===== src/rtl/values_to_bit_stream_if.sv =====
// rtl/values_to_bit_stream_if.sv - vector-in / bit-position-out stream bundle
interface values_to_bit_stream_if #(
  parameter int DATA_W = 8,
  parameter int LANES  = 4
);
  localparam int IDX_W = $clog2(DATA_W);

  logic                      InValid;
  logic                      InReady;
  logic [LANES*DATA_W-1:0]   InValues;
  logic                      OutValid;
  logic                      OutReady;
  logic [LANES*IDX_W-1:0]    OutBitPlace;
  logic [LANES-1:0]          OutLaneValid;
  logic                      OutLast;

  modport master (
    output InValid, InValues, OutReady,
    input  InReady, OutValid, OutBitPlace, OutLaneValid, OutLast
  );

  modport slave (
    input  InValid, InValues, OutReady,
    output InReady, OutValid, OutBitPlace, OutLaneValid, OutLast
  );
endinterface


===== src/rtl/values_to_bit_stream.sv =====
// rtl/values_to_bit_stream.sv - multi-lane set-bit position emitter
// Each accepted vector yields max(1, max lane popcount) beats; the final beat carries OutLast.
module values_to_bit_stream #(
  parameter int DATA_W    = 8,
  parameter int LANES     = 4,
  parameter bit MSB_FIRST = 1'b0
) (
  input  logic                   CLK,
  input  logic                   RSTN,
  values_to_bit_stream_if.slave  bus
);
  localparam int IDX_W = $clog2(DATA_W);

  typedef enum logic {IDLE = 1'b0, EMIT = 1'b1} state_e;

  state_e                             state_q, state_d;
  logic [LANES-1:0][DATA_W-1:0]       rem_q, rem_d;
  logic [LANES-1:0][IDX_W-1:0]        place;
  logic [LANES-1:0]                   lane_valid;
  logic [LANES-1:0]                   lane_single;
  logic                               out_valid;
  logic                               out_last;
  logic                               in_ready;
  logic                               accept;
  logic                               beat;

  // Last write wins, so the scan direction picks the lowest or highest set bit.
  function automatic logic [IDX_W-1:0] pick_bit(input logic [DATA_W-1:0] v);
    logic [IDX_W-1:0] idx;
    idx = '0;
    for (int b = 0; b < DATA_W; b++) begin
      if (MSB_FIRST) begin
        if (v[b]) idx = IDX_W'(b);
      end else begin
        if (v[DATA_W-1-b]) idx = IDX_W'(DATA_W-1-b);
      end
    end
    return idx;
  endfunction

  always_ff @(posedge CLK or negedge RSTN) begin
    if (!RSTN) begin
      state_q <= IDLE;
      rem_q   <= '0;
    end else begin
      state_q <= state_d;
      rem_q   <= rem_d;
    end
  end

  always_comb begin
    accept  = bus.InValid && in_ready;
    beat    = out_valid && bus.OutReady;
    state_d = state_q;
    rem_d   = rem_q;
    if (beat) begin
      for (int i = 0; i < LANES; i++) begin
        rem_d[i] = rem_q[i] & ~(DATA_W'(lane_valid[i]) << place[i]);
      end
    end
    // A new vector overrides the final clear, giving back-to-back groups.
    if (accept) begin
      rem_d   = bus.InValues;
      state_d = EMIT;
    end else if (beat && out_last) begin
      state_d = IDLE;
    end
  end

  always_comb begin
    out_valid = (state_q == EMIT);
    for (int i = 0; i < LANES; i++) begin
      lane_valid[i]  = out_valid && (|rem_q[i]);
      lane_single[i] = ((rem_q[i] & (rem_q[i] - DATA_W'(1))) == '0);
      place[i]       = lane_valid[i] ? pick_bit(rem_q[i]) : '0;
    end
    out_last = out_valid && (&lane_single);
    in_ready = !out_valid || (out_last && bus.OutReady);
  end

  assign bus.InReady      = in_ready;
  assign bus.OutValid     = out_valid;
  assign bus.OutBitPlace  = place;
  assign bus.OutLaneValid = lane_valid;
  assign bus.OutLast      = out_last;

endmodule


===== src/flat_wrapper.sv =====
// flat-port wrapper written by rule: the top's interface ports become plain ports
module values_to_bit_stream_flat 
#(
  parameter int DATA_W    = 8,
  parameter int LANES     = 4,
  parameter bit MSB_FIRST = 1'b0
)
  (CLK, RSTN, bus_InValid, bus_InValues, bus_OutReady, bus_InReady, bus_OutValid, bus_OutBitPlace, bus_OutLaneValid, bus_OutLast);
  values_to_bit_stream_if #(.DATA_W(DATA_W), .LANES(LANES)) bus_i ();
  input  logic CLK;
  input  logic RSTN;
  input wire logic [$bits(bus_i.InValid)-1:0] bus_InValid;
  input wire logic [$bits(bus_i.InValues)-1:0] bus_InValues;
  input wire logic [$bits(bus_i.OutReady)-1:0] bus_OutReady;
  output wire logic [$bits(bus_i.InReady)-1:0] bus_InReady;
  output wire logic [$bits(bus_i.OutValid)-1:0] bus_OutValid;
  output wire logic [$bits(bus_i.OutBitPlace)-1:0] bus_OutBitPlace;
  output wire logic [$bits(bus_i.OutLaneValid)-1:0] bus_OutLaneValid;
  output wire logic [$bits(bus_i.OutLast)-1:0] bus_OutLast;
  assign bus_i.InValid = bus_InValid;
  assign bus_i.InValues = bus_InValues;
  assign bus_i.OutReady = bus_OutReady;
  assign bus_InReady = bus_i.InReady;
  assign bus_OutValid = bus_i.OutValid;
  assign bus_OutBitPlace = bus_i.OutBitPlace;
  assign bus_OutLaneValid = bus_i.OutLaneValid;
  assign bus_OutLast = bus_i.OutLast;
  values_to_bit_stream #(.DATA_W(DATA_W), .LANES(LANES), .MSB_FIRST(MSB_FIRST)) u_core (.CLK(CLK), .RSTN(RSTN), .bus(bus_i));
endmodule

===== config.mk =====
export PLATFORM = sky130hd
export DESIGN_NAME = values_to_bit_stream_flat
export DESIGN_NICKNAME = d
export VERILOG_FILES = /design/src/rtl/values_to_bit_stream_if.sv /design/src/rtl/values_to_bit_stream.sv /design/src/flat_wrapper.sv
export SDC_FILE = /design/constraint.sdc
export NUM_CORES = 1
export LEC_CHECK = 0
export BUFFER_PORTS_ARGS = -buffer_cell sky130_fd_sc_hd__buf_4
export CAP_MARGIN = 20
export CORE_MARGIN = 2
export CORE_UTILIZATION = 45
export DETAILED_ROUTE_END_ITERATION = 6
export PLACE_DENSITY = 0.69
export SLEW_MARGIN = 20
export SYNTH_ARGS = -nofsm -noshare
export SYNTH_HDL_FRONTEND = slang
export SYNTH_SLANG_ARGS = --single-unit

===== constraint.sdc =====
create_clock -name CLK -period 2.7 [get_ports CLK]
set_input_delay 0.135 -clock CLK [delete_from_list [all_inputs] [get_ports CLK]]
set_output_delay 0.135 -clock CLK [all_outputs]
set_load 0.01 [all_outputs]

======== Word-level counts from Yosys, hierarchy flattened ========
Index checks and enable logic that the tools add are counted.
storage, ports and cells
  memory bits (read-only) ................. 0
  flip-flop bits (word level) ............. 33
  memories ................................ 0
  RAM bits ................................ 0
  bits in latches ......................... 0
operators by class
  add/sub/neg operators ................... 4
  div/mod/pow operators ................... 0
  bitwise operators ....................... 12
  multiply operators ...................... 0
  muxes and demuxes ....................... 40
  shifts and indexed selects .............. 4
  order comparisons ....................... 0
  reductions and logical operators ........ 22
  eq/ne operators ......................... 0
operator list
  cell                                                                 count
  3-bit two-way mux                                                    36
  8-bit AND                                                            8
  32-bit two-way mux                                                   2
  8-bit zero test                                                      4
  8-bit NOT                                                            4
  8-bit OR reduction                                                   4
  1-bit by 3-bit left shift with 8-bit output                          4
  8-bit by 1-bit subtractor with 8-bit output (second input constant)  4
  1-bit logical AND                                                    9
  4-bit AND reduction                                                  1
  2-bit nonzero test                                                   2
  1-bit two-way mux                                                    2
  1-bit zero test                                                      1
  1-bit logical OR                                                     1

======== Logic depth before layout (Yosys ltp) ========
Gate-level depths: netlist of run 1.
  depth in word-level cells ............... 14
  mapped depth ............................ 9
  mapped depth without buffers ............ 6

======== Worst setup path after synthesis of run 1 ========
OpenSTA, ideal clock, no wires.
  path kind ............................... reg-to-reg
  start point ............................. register u_core.rem_q[24] in the netlist's numbering
  end point ............................... register u_core.rem_q[3] in the netlist's numbering
  slack ................................... 0.228 ns
  stages on the path, launching flop included .. 9
  period minus slack after synthesis ...... 2.472 ns
  buffers on the path ..................... 2
  arrival ................................. 2.345 ns
  path through ............................ dfrtp_1 > clkbuf_1 > or3_1 > o31a_1 > or4_4 > nor4_4 > a21o_1 > buf_4 > mux2_1
between the ends
  cells in the longest elaborated chain, start to end .. 9
  elaborated cells on any way between the ends .. 10
ends and longest elaborated chain
  element                                                          line                        source
  start, declared                                                  values_to_bit_stream.sv:17  logic [LANES-1:0][DATA_W-1:0] rem_q, rem_d;
  start signal, assigned                                           values_to_bit_stream.sv:47  rem_q <= rem_d;
  8-bit by 1-bit subtractor with 8-bit output                      values_to_bit_stream.sv:74  lane_single[i] = ((rem_q[i] & (rem_q[i] - DATA_W'(1))) == '0);
  8-bit AND (*)                                                    values_to_bit_stream.sv:74
  8-bit zero test (*)                                              values_to_bit_stream.sv:74
  4-bit AND reduction (*)                                          values_to_bit_stream.sv:77  out_last = out_valid && (&lane_single);
  1-bit logical AND (*)                                            values_to_bit_stream.sv:77
  1-bit logical AND (*)                                            values_to_bit_stream.sv:78  in_ready = !out_valid || (out_last && bus.OutReady);
  1-bit logical OR (*)                                             values_to_bit_stream.sv:78
  1-bit logical AND (*)                                            values_to_bit_stream.sv:52  accept = bus.InValid && in_ready;
  32-bit two-way mux / 2-bit nonzero test (equally long branches)  n/a
Every way passes the cells marked *; elsewhere a longest branch is shown, timed or not.
A chain may end at the register's enable or synchronous reset.

======== Worst setup path in the final report of run 1 ========
  start point ............................. register u_core.rem_q[10] in the netlist's numbering
  end point ............................... output bus_InReady
between the ends
  cells in the longest elaborated chain, start to end .. 7
ends and longest elaborated chain
  element                                      line                        source
  8-bit by 1-bit subtractor with 8-bit output  values_to_bit_stream.sv:74
  8-bit AND (*)                                values_to_bit_stream.sv:74
  8-bit zero test (*)                          values_to_bit_stream.sv:74
  4-bit AND reduction (*)                      values_to_bit_stream.sv:77
  1-bit logical AND (*)                        values_to_bit_stream.sv:77
  1-bit logical AND (*)                        values_to_bit_stream.sv:78
  1-bit logical OR (*)                         values_to_bit_stream.sv:78
  end, declared                                flat_wrapper.sv:15          output wire logic [$bits(bus_i.InReady)-1:0] bus_InReady;
Marked as above.

==> reports/metrics.cfg, run 1 <==
[status]
run_status=completed

[grt]
antenna_found_initial=0
via_count_of_the_first_global_routing_pass=2457
grt_overflow_total=0
grt_start_max_net_pins=34
wire_length_of_the_first_global_routing_pass_um=11600
grtUsageTotal_pct=24.3

[hold_path]
timing.hold.worst_path_depth=2
holdCritPathClass=in -> reg

[worst_setup_path]
critical_path.cell_chain=o32ai_1 -> o21ai_0 -> or4_4 -> nor4_4 -> buf_6 -> a21o_1 -> buf_4
worst-endpoint-arrival_ns=2.54
worst-path-max-fanout=7
startpoint_type=flop
ff2ff_path_depth=7
setup.worst_path.class=reg -> out
category_of_the_worst_setup_path_capture_point=primary output
timing.critical_path.slowest_cell_delay_ns=0.55
timing.critical_path.slowest_stage_cell=sky130_fd_sc_hd__or4_4
worst_ep_required_time_ns=2.57

[yosys]
synth_enable_flop_cells=0
synthFlopType=sky130_fd_sc_hd__dfrtp_1
synth_simple_gate_area_share_pct=24.6
synth_xor_area_share_pct=0
synth_cell_type_count=49
largest_family_of_logic_cells_by_synthesized_area=compound AO/OA/AOI/OAI gates
seq_area_frac_synth_pct=35.1
netlist_top_cells_area=sky130_fd_sc_hd__dfrtp_1 (35%), sky130_fd_sc_hd__o2bb2ai_1 (6.7%), sky130_fd_sc_hd__nor2_1 (5.6%), sky130_fd_sc_hd__nand2_1 (4.6%), sky130_fd_sc_hd__a21oi_1 (3.8%)
yosysTopAreaCellShare_pct=35.1
synth.area.mux_share_pct=4.47
share_of_the_synthesized_area_in_compound_gates_ao_oa_aoi_oai_pct=29.2
synth.yosys.warnings=0
postSynthCellCount=289
post_synth.cell_area_avg_um2=8.13
postSynthNetCount=325
post_synth_most_frequent_cells=sky130_fd_sc_hd__nor2_1 (35), sky130_fd_sc_hd__dfrtp_1 (33), sky130_fd_sc_hd__nand2_1 (29), sky130_fd_sc_hd__a21oi_1 (18), sky130_fd_sc_hd__o2bb2ai_1 (18)
ys_async_sr_fraction_pct=100
fraction_of_the_mapped_netlist_area_in_adder_cells_pct=0.426
synth.largest_area_cell=sky130_fd_sc_hd__dfrtp_1
post-synth-top-count-cell=sky130_fd_sc_hd__nor2_1
postSynthRegisterBits=33
syn-cell-area_um2=2350

[drt]
met1_layer_wirelength_in_the_final_routing_um=3030
routedWlPerCell_um=16.1
route.detailed.drc=0
met2_wirelength_um=3300
vias=2502
route.met3.wl_um=391
drtAntennaViolNets=0
route.final.wire_length_um=6820
highest-signal-layer=met4
initialDrtViolationCount=170
avgViaCountPerCell=5.91
drt_first_pass_iters=5

[power]
p_per_cell_area_nw_per_um2=1450
worst_ir_drop_vdd_uv=986
leak_pwr_nw=1.42
total_power_w=0.00441

[placed_design]
pre_cts_slack_ns=0.0873
place_inst=413
place.detailed.hpwl_um=4860
place.port_buffers=54
gp_congestion=0.906

[floorplanning]
chipHeight_um=76.3
die_w_um=76.3
dieArea_um2=5820
io_pins=55
core-area_um2=5070
initial_core_util_pct=46.3
placement_rows=26

[sta]
final_min_period_over_clock_period_pct=98.9
worst_slack_on_hold_paths_ns=0.0442
clock.fmax_ghz=0.374
timing_max_transition_violations_final=0
worst_slew_pin_tran_ns=0.564
slew-limit-headroom_pct=62.4
setup-violations-final=0
layout_min_cycle_time_ns=2.67
hold_violations=0
post-route-worst-setup-slack_ns=0.0295
finalClockSkew_ns=0.00729

[clocking]
numCtsBuffers=5
cts.reportedPaths.clkPinSlew_ns=0.07
cts_max_level=2
clk_root_buffer_cell=sky130_fd_sc_hd__clkbuf_8
insertion_delay_ns=0.29
clockBufferDepth=2
cts_tree=done
cts.sinks=33

[cells_and_area]
syn2layout_area_growth_pct=29.9
final_nets=389
fillCellCount=486
layoutNonFillerInstCount=423
antenna_cells_inserted=0
postLayoutCoreUtil_pct=60.2
layout-drive-gt1-share_pct=25.8

[run]
maxCapViolations=0

[stage by stage]
step | setup TNS [ns] | instance area [um^2]
after floorplan | 0 | 2350
after global placement | 0 | 2900
after detailed placement | 0 | 2900
after CTS | 0 | 3020
after global routing | -0.00437 | 3050
final | 0 | 3050
[cell usage in the layout (no fill, tap or decap), drive strengths merged, types with 2 or more instances in the layout]
cell type   n
buf        75
nor2       35
dfrtp      33
nand2      29
a21oi      18
o2bb2ai    18
inv        14
nor3       14
o21ai       9
nor4        8
o22ai       6
nand2b      6
mux2i       6
o31ai       5
or3         5
a31oi       5
nor2b       5
clkbuf      5
a21o        5
or4         5
and2        4
a311oi      4
mux2        4
a31o        4
nand3       3
o21a        3
o31a        3
and3        2
o21bai      2
a21boi      2
o41ai       2
[final cells by class]
type / count / area (um^2) / share of cell area (%)
inverter: 14 / 52.6 / 1.72
clock inverter: 2 / 35.0 / 1.15
multi-input combinational: 223 / 1390 / 45.7
sequential: 33 / 826 / 27.0
clock buffer: 5 / 68.8 / 2.25
tap: 70 / 87.6 / 2.87
timing repair buffer: 76 / 589 / 19.3
[layer usage]
metal,global-route usage (%),up-vias
met5,0,-
met4,8.36,0
met3,4.38,14
met2,40.2,92
met1,32.1,1190
li1,-,1206
[worst paths after layout]
kind / slack, ns / end / startpoint
worst max-delay path: 0.03 / bus_InReady / u_core.rem_q[10]
worst min-delay path: 0.04 / u_core.rem_q[10] / bus_InValues[10]
worst max register to register: 0.11 / u_core.rem_q[19] / u_core.rem_q[10]
worst min register to register: 0.58 / u_core.rem_q[31] / u_core.rem_q[31]
max in group asynchronous: 2.05 / u_core.rem_q[22] / RSTN
min in group asynchronous: 0.33 / u_core.rem_q[17] / RSTN
[timing repair]
item / 4_1_cts / 5_1_grt
endpoints found under the hold margin: 33 / 0
endpoints found under the setup margin: 1 / 3
pin swaps: 1 / 1
hold buffers: 1 / 0
setup buffers: 0 / 2
resized for setup: 2 / 2
[state kept, by name, summed over array words and instances, names as in the netlist]
signal / flops
u_core.rem_q: 32
u_core.bus.OutValid: 1
[cell families after synthesis]
group,count (synthesis)
compound gates,95
fa+ha+maj,1
buf+inv,33
flops,33
mux,10
simple gates,117
[critical path: cells and delay by family (launching register included)]
family,cells,cell delay (ns)
simple gates,2,0.75
compound gates,3,0.75
flops,1,0.44
buf+inv,2,0.30
[power by group]
part           switching, W  internal, W  total (W)
logic               0.00161      0.00142    0.00303
registers          0.000235     0.000685   0.000921
clock network      0.000193     0.000268   0.000461
total               0.00204      0.00237    0.00441
Power figures use the tool's default switching activity.
==> inputs of run 2 (changes only) <==
- CAP_MARGIN: 20 -> default
- PLACE_DENSITY: 0.69 -> 0.71
==> run 2 against run 1 <==
Effect of this change: wire length fell by 1.7%; sequential share of layout area increased by 0.37 points; clock power decreased by 8.2%; combinational power is 5% lower; highest routed layer unchanged; via count shrank 2.8%; critical endpoint unchanged; register-to-register slack improved by 0.02 ns; cell area is 1.4% lower.
==> reports/metrics.cfg, run 2 (synthesis results as in run 1) <==
[sta]
slew-limit-headroom_pct=59.0  ; was 62.4%
layout_min_cycle_time_ns=2.66  ; was 2.67 ns
final_min_period_over_clock_period_pct=98.7  ; was 98.9%
finalClockSkew_ns=0.00810  ; was 0.00729 ns
hold_violations=0  ; unchanged
worst_slew_pin_tran_ns=0.613  ; was 0.564 ns
setup-violations-final=0  ; unchanged
rsz0062_at_grt=true
timing_max_transition_violations_final=0  ; unchanged
clock.fmax_ghz=0.375  ; was 0.374 GHz
post-route-worst-setup-slack_ns=0.0364  ; was 0.0295 ns

[worst_setup_path]
worst-path-max-fanout=12  ; was 7
timing.critical_path.slowest_cell_delay_ns=0.56  ; was 0.55 ns
timing.critical_path.slowest_stage_cell=sky130_fd_sc_hd__or4_4  ; unchanged
setup.worst_path.class=reg -> out  ; unchanged
category_of_the_worst_setup_path_capture_point=primary output  ; unchanged
worst-endpoint-arrival_ns=2.53  ; was 2.54 ns
critical_path.cell_chain=or4_4 -> o41ai_2 -> o2111ai_1 -> nor4_4 -> buf_6 -> a21o_1 -> buf_4  ; was o32ai_1 -> o21ai_0 -> or4_4 -> nor4_4 -> buf_6 -> a21o_1 -> buf_4
worst_ep_required_time_ns=2.57  ; about the same
startpoint_type=flop  ; unchanged
worst-path-buf-inv=2  ; unchanged
crit_family=simple AND/OR/NAND/NOR gates  ; was compound AO/OA/AOI/OAI gates

[drt]
avgViaCountPerCell=5.77  ; was 5.91
routedWlPerCell_um=15.9  ; was 16.1 um
route.final.wire_length_um=6710  ; was 6820 um
vias=2431  ; was 2502
drt_first_pass_iters=4  ; was 5
route.detailed.drc=0  ; unchanged
initialDrtViolationCount=131  ; was 170
drtAntennaViolNets=0  ; unchanged

[grt]
grt_start_max_net_pins=34  ; unchanged
via_count_of_the_first_global_routing_pass=2281  ; was 2457
wire_length_of_the_first_global_routing_pass_um=11000  ; was 11600 um
grt_overflow_total=0  ; unchanged
antenna_found_initial=0  ; unchanged
grtUsageTotal_pct=23.4  ; was 24.3%

[floorplanning]
placement_rows=26  ; unchanged
io_pins=55  ; unchanged
core-area_um2=5070  ; unchanged
initial_core_util_pct=46.3  ; unchanged
chipHeight_um=76.3  ; unchanged
die_w_um=76.3  ; unchanged
dieArea_um2=5820  ; unchanged

[power]
worst_ir_drop_vdd_uv=790  ; was 986 uV
leak_pwr_nw=1.40  ; was 1.42 nW
p_per_cell_area_nw_per_um2=1410  ; was 1450 nW/um^2

[placed_design]
place.port_buffers=54  ; unchanged
place.detailed.hpwl_um=4930  ; was 4860 um
pre_cts_slack_ns=0.0127  ; was 0.0873 ns
placed_area_um2=2890  ; was 2900 um^2
gp_congestion=0.910  ; was 0.906

[clocking]
cts.sinks=33  ; unchanged
postcts_setup_bufs=0  ; unchanged
cts_tree=done  ; unchanged
clk_root_buffer_cell=sky130_fd_sc_hd__clkbuf_8  ; unchanged
cts.reportedPaths.clkPinSlew_ns=0.07  ; about the same
cts_max_level=2  ; unchanged
insertion_delay_ns=0.29  ; about the same
clockBufferDepth=2  ; unchanged
numCtsBuffers=5  ; unchanged

[cells_and_area]
finalInstanceArea_um2=3010  ; was 3050 um^2
antenna_cells_inserted=0  ; unchanged
syn2layout_area_growth_pct=28.1  ; was 29.9%
largest_reg_flops=32  ; unchanged
final_nets=386  ; was 389
layout.cells.most_common=sky130_fd_sc_hd__buf_4  ; unchanged
top_register=u_core.rem_q  ; unchanged
layout-drive-gt1-share_pct=25.1  ; was 25.8%
mostFrequentLayoutCells=sky130_fd_sc_hd__buf_4 (71), sky130_fd_sc_hd__nor2_1 (35), sky130_fd_sc_hd__dfrtp_1 (33)  ; was sky130_fd_sc_hd__buf_4 (73), sky130_fd_sc_hd__nor2_1 (35), sky130_fd_sc_hd__dfrtp_1 (33)

[run]
maxCapViolations=0  ; unchanged

[status]
run_status=completed  ; unchanged

[hold_path]
holdCritPathClass=in -> reg  ; unchanged

run 2: cell types whose count changed in the layout (fill, tap and decap cells not counted), sizes merged:
cell / change
bufinv: -1
clkbuf: +2
buf: -3
run 2: path summary, 6_finish.rpt:
kind / startpoint / end / slack, ns / cells past startpoint
worst max-delay path: u_core.rem_q[2] / bus_InReady / 0.04 / 7
worst min-delay path: bus_InValues[20] / u_core.rem_q[20] / 0.04 / 2
worst max register to register: u_core.rem_q[2] / u_core.rem_q[19] / 0.13 / 7
worst min register to register: u_core.rem_q[22] / u_core.rem_q[22] / 0.58 / 2
max in group asynchronous: RSTN / u_core.rem_q[23] / 2.06 / 2
min in group asynchronous: RSTN / u_core.rem_q[25] / 0.33 / 2
run 2: repair_timing:
action,4_1_cts,5_1_grt
resized for setup,1,2
pin swaps,0,1
endpoints found under the hold margin,33,0
hold buffers,1,0
setup endpoints to repair,2,4
run 2: per-stage QoR:
| stage | cells | power, W | util [%] | TNS [ns] | hold slack, ns |
|---|---|---|---|---|---|
| 3_5_place_dp | 412 | 0.00378 | 56.9 | 0 | 0.113 |
| 4_1_cts | 421 | 0.00423 | 59.2 | 0 | 0.0329 |
| 5_1_grt | 421 | 0.00458 | 59.3 | -0.0658 | 0.0345 |
| 3_3_place_gp | 412 | 0.00375 | 56.9 | 0 | 0.112 |
| 2_1_floorplan | 289 | 0.00274 | - | 0 | -0.161 |
| 6_report | 421 | 0.00424 | 59.3 | 0 | 0.0420 |
run 2: area by class of cell:
class,count,area [um^2]
inverters,14,52.6
well taps,70,87.6
repair buffers,73,554
multi-input cells,223,1390
flip-flops and latches,33,826
clock buffers,7,96.3
fillers,485,2060
clock inverters,1,5.00
run 2: layer usage:
metal	part of all wire, %	GRT usage [%]	routed length, um
met4	1.0	6.55	69
met5	0	0	0
met2	48	38.5	3250
met1	44	31.1	2950
met3	6.6	5.21	446
run 2: power breakdown:
| group | switching [W] | total [W] | internal [W] |
|---|---|---|---|
| sequential | 0.000249 | 0.000934 | 0.000686 |
| clock | 0.000193 | 0.000423 | 0.000231 |
| combinational | 0.00155 | 0.00289 | 0.00134 |
==> inputs of run 3 (changes only) <==
- SETUP_SLACK_MARGIN: default -> 0.2
==> run 3 against run 2 <==
Effect of this change: total power is 12% higher; non-clock buffer count is 13 higher; clock power hardly changed; global-route usage is 0.63 points higher; die area stayed put; count of clock-buffer cells in the layout stayed put; critical path type is now reg -> reg; largest cell class unchanged; largest power group unchanged; highest routed layer unchanged.
==> reports/metrics.cfg, run 3 (synthesis results as in run 1) <==
[cells_and_area]
mostFrequentLayoutCells=sky130_fd_sc_hd__buf_4 (77), sky130_fd_sc_hd__nor2_1 (35), sky130_fd_sc_hd__dfrtp_1 (30)  ; was sky130_fd_sc_hd__buf_4 (71), sky130_fd_sc_hd__nor2_1 (35), sky130_fd_sc_hd__dfrtp_1 (33)
layout-drive-gt1-share_pct=31.6  ; was 25.1%
antenna_cells_inserted=0  ; unchanged
syn2layout_area_growth_pct=37.0  ; was 28.1%
final_nets=399  ; was 386
layout.cells.most_common=sky130_fd_sc_hd__buf_4  ; unchanged
largest_reg_flops=32  ; unchanged
top_register=u_core.rem_q  ; unchanged

[worst_setup_path]
startpoint_type=flop  ; unchanged
category_of_the_worst_setup_path_capture_point=flop  ; was primary output
setup.worst_path.class=reg -> reg  ; was reg -> out
ff2ff_path_depth=11  ; was 7
critPathLaunch=u_core.rem_q[13]  ; was u_core.rem_q[2]
worst-path-max-fanout=6  ; was 12
launch_point_of_the_worst_reg_to_reg_path=u_core.rem_q[13]  ; was u_core.rem_q[2]
worst-endpoint-arrival_ns=2.71  ; was 2.53 ns
worst_ep_required_time_ns=2.88  ; was 2.57 ns

[sta]
slew-limit-headroom_pct=59.3  ; was 59.0%
layout_min_cycle_time_ns=2.53  ; was 2.66 ns
setup-violations-final=0  ; unchanged
worst_slew_pin_tran_ns=0.608  ; was 0.613 ns
final_min_period_over_clock_period_pct=93.6  ; was 98.7%
clock.fmax_ghz=0.396  ; was 0.375 GHz
rsz0062_at_grt=true  ; unchanged
totalNegativeSetupSlack_ns=0  ; unchanged
hold_violations=0  ; unchanged
timing_max_transition_violations_final=0  ; unchanged
worst_slack_on_hold_paths_ns=0.0448  ; was 0.0420 ns
finalClockSkew_ns=0.00329  ; was 0.00810 ns

[grt]
grt_use_met2_pct=39.6  ; was 38.5%
met3_usage_pct=5.33  ; was 5.21%
grt_use_met1_pct=31.7  ; was 31.1%
wire_length_of_the_first_global_routing_pass_um=11300  ; was 11000 um
antenna_found_initial=0  ; unchanged
via_count_of_the_first_global_routing_pass=2349  ; was 2281
grt_overflow_total=0  ; unchanged
grt_start_max_net_pins=34  ; unchanged
grt-busiest-layer=met2  ; unchanged
grtUsageTotal_pct=24.1  ; was 23.4%

[floorplanning]
die_w_um=76.3  ; unchanged
core-area_um2=5070  ; unchanged
placement_rows=26  ; unchanged
initial_core_util_pct=46.3  ; unchanged
io_pins=55  ; unchanged
dieArea_um2=5820  ; unchanged
chipHeight_um=76.3  ; unchanged

[power]
power_switching_share_pct=45.2  ; was 47.0%
worst_ir_drop_vdd_uv=804  ; was 790 uV
p_per_cell_area_nw_per_um2=1470  ; was 1410 nW/um^2
internal_power_w=0.00259  ; was 0.00225 W
clkPwrFrac_pct=8.9  ; was 10.0%
switching_power_w=0.00214  ; was 0.00199 W
leak_pwr_nw=1.49  ; was 1.40 nW
flop_pwr_share_pct=19.8  ; was 22.0%
share_comb_of_total_power_pct=71.3  ; was 68.0%

[clocking]
cts_max_level=2  ; unchanged
cts.reportedPaths.clkPinSlew_ns=0.07  ; about the same
cts.sinks=33  ; unchanged
clockBufferDepth=2  ; unchanged
insertion_delay_ns=0.29  ; about the same
clk_root_buffer_cell=sky130_fd_sc_hd__clkbuf_8  ; unchanged
numCtsBuffers=5  ; unchanged
cts_tree=done  ; unchanged

[drt]
routedWlPerCell_um=16.3  ; was 15.9 um
route.final.wire_length_um=7090  ; was 6710 um
avgViaCountPerCell=5.80  ; was 5.77
initialDrtViolationCount=124  ; was 131
vias=2519  ; was 2431
drtAntennaViolNets=0  ; unchanged
drt_first_pass_iters=4  ; unchanged
route.detailed.drc=0  ; unchanged

[placed_design]
place.port_buffers=54  ; unchanged
place.detailed.hpwl_um=4930  ; unchanged
gp_congestion=0.910  ; unchanged

[run]
maxCapViolations=0  ; unchanged

[status]
run_status=completed  ; unchanged

[hold_path]
timing.hold.worst_path_depth=2  ; unchanged
holdCritPathClass=in -> reg  ; unchanged
hp-start=bus_InValues[20]  ; unchanged

run 3: worst paths after layout:
kind / endpoint / slack [ns]
worst min register to register: u_core.rem_q[22] / 0.58
max in group asynchronous: u_core.rem_q[13] / 2.04
worst min-delay path: u_core.rem_q[20] / 0.04
worst max-delay path: u_core.bus.OutValid / 0.17
min in group asynchronous: u_core.rem_q[17] / 0.33
worst max register to register: u_core.bus.OutValid / 0.17
run 3: critical path, cell delays in order, from the launching register on:
cell                       delay, ns
sky130_fd_sc_hd__dfrtp_2        0.45
sky130_fd_sc_hd__a222oi_1       0.38
sky130_fd_sc_hd__nand4_1        0.16
sky130_fd_sc_hd__or4_4          0.52
sky130_fd_sc_hd__nor4_4         0.19
sky130_fd_sc_hd__buf_6          0.15
sky130_fd_sc_hd__a21o_1         0.14
sky130_fd_sc_hd__buf_4          0.12
sky130_fd_sc_hd__buf_6          0.08
sky130_fd_sc_hd__buf_6          0.08
sky130_fd_sc_hd__buf_6          0.10
sky130_fd_sc_hd__nand2b_4       0.05
run 3: per-layer routing:
| metal | wire [um] | part of all wire, % | vias to the layer above |
|---|---|---|---|
| met1 | 3110 | 44 | 1203 |
| met5 | 0 | 0 | - |
| met2 | 3450 | 49 | 77 |
| met4 | 140 | 2.0 | 0 |
| li1 | - | - | 1225 |
| met3 | 393 | 5.5 | 14 |
run 3: power by group through the flow:
stage	Combinational (W)	Clock (W)	Sequential, W
after CTS	0.00308	0.000432	0.000908
final	0.00338	0.000421	0.000936
after detailed placement	0.00285	0	0.000928
after global routing	0.00366	0.000451	0.000958
after global placement	0.00283	0	0.000921
after floorplan	0.00189	0	0.000854
run 3: cell type report:
class                      instances  area, um^2
tap                               70        87.6
clock buffer                       7        96.3
clock inverter                     1        5.00
sequential                        33         830
fill                             450        1850
inverter                          14        52.6
multi-input combinational        223        1460
timing repair buffer              86         687
run 3: what timing repair did:
item	4_1_cts	5_1_grt
endpoints found under the setup margin	26	29
resized for setup	9	19
hold buffers	1	0
pin swaps	7	3
buffers inserted	8	5
hold endpoints to repair	33	0
run 3: stage by stage:
stage / power, W / instance area [um^2] / std cells / worst slack, ns / util, %
finish: 0.00473 / 3220 / 434 / 0.173 / 63.5
global route: 0.00507 / 3220 / 434 / 0.104 / 63.5
CTS: 0.00442 / 3090 / 429 / 0.107 / 60.9
detailed placement: 0.00378 / 2890 / 412 / 0.0127 / 56.9
global placement: 0.00375 / 2890 / 412 / 0.0854 / 56.9
floorplan: 0.00274 / 2350 / 289 / 0.228 / -
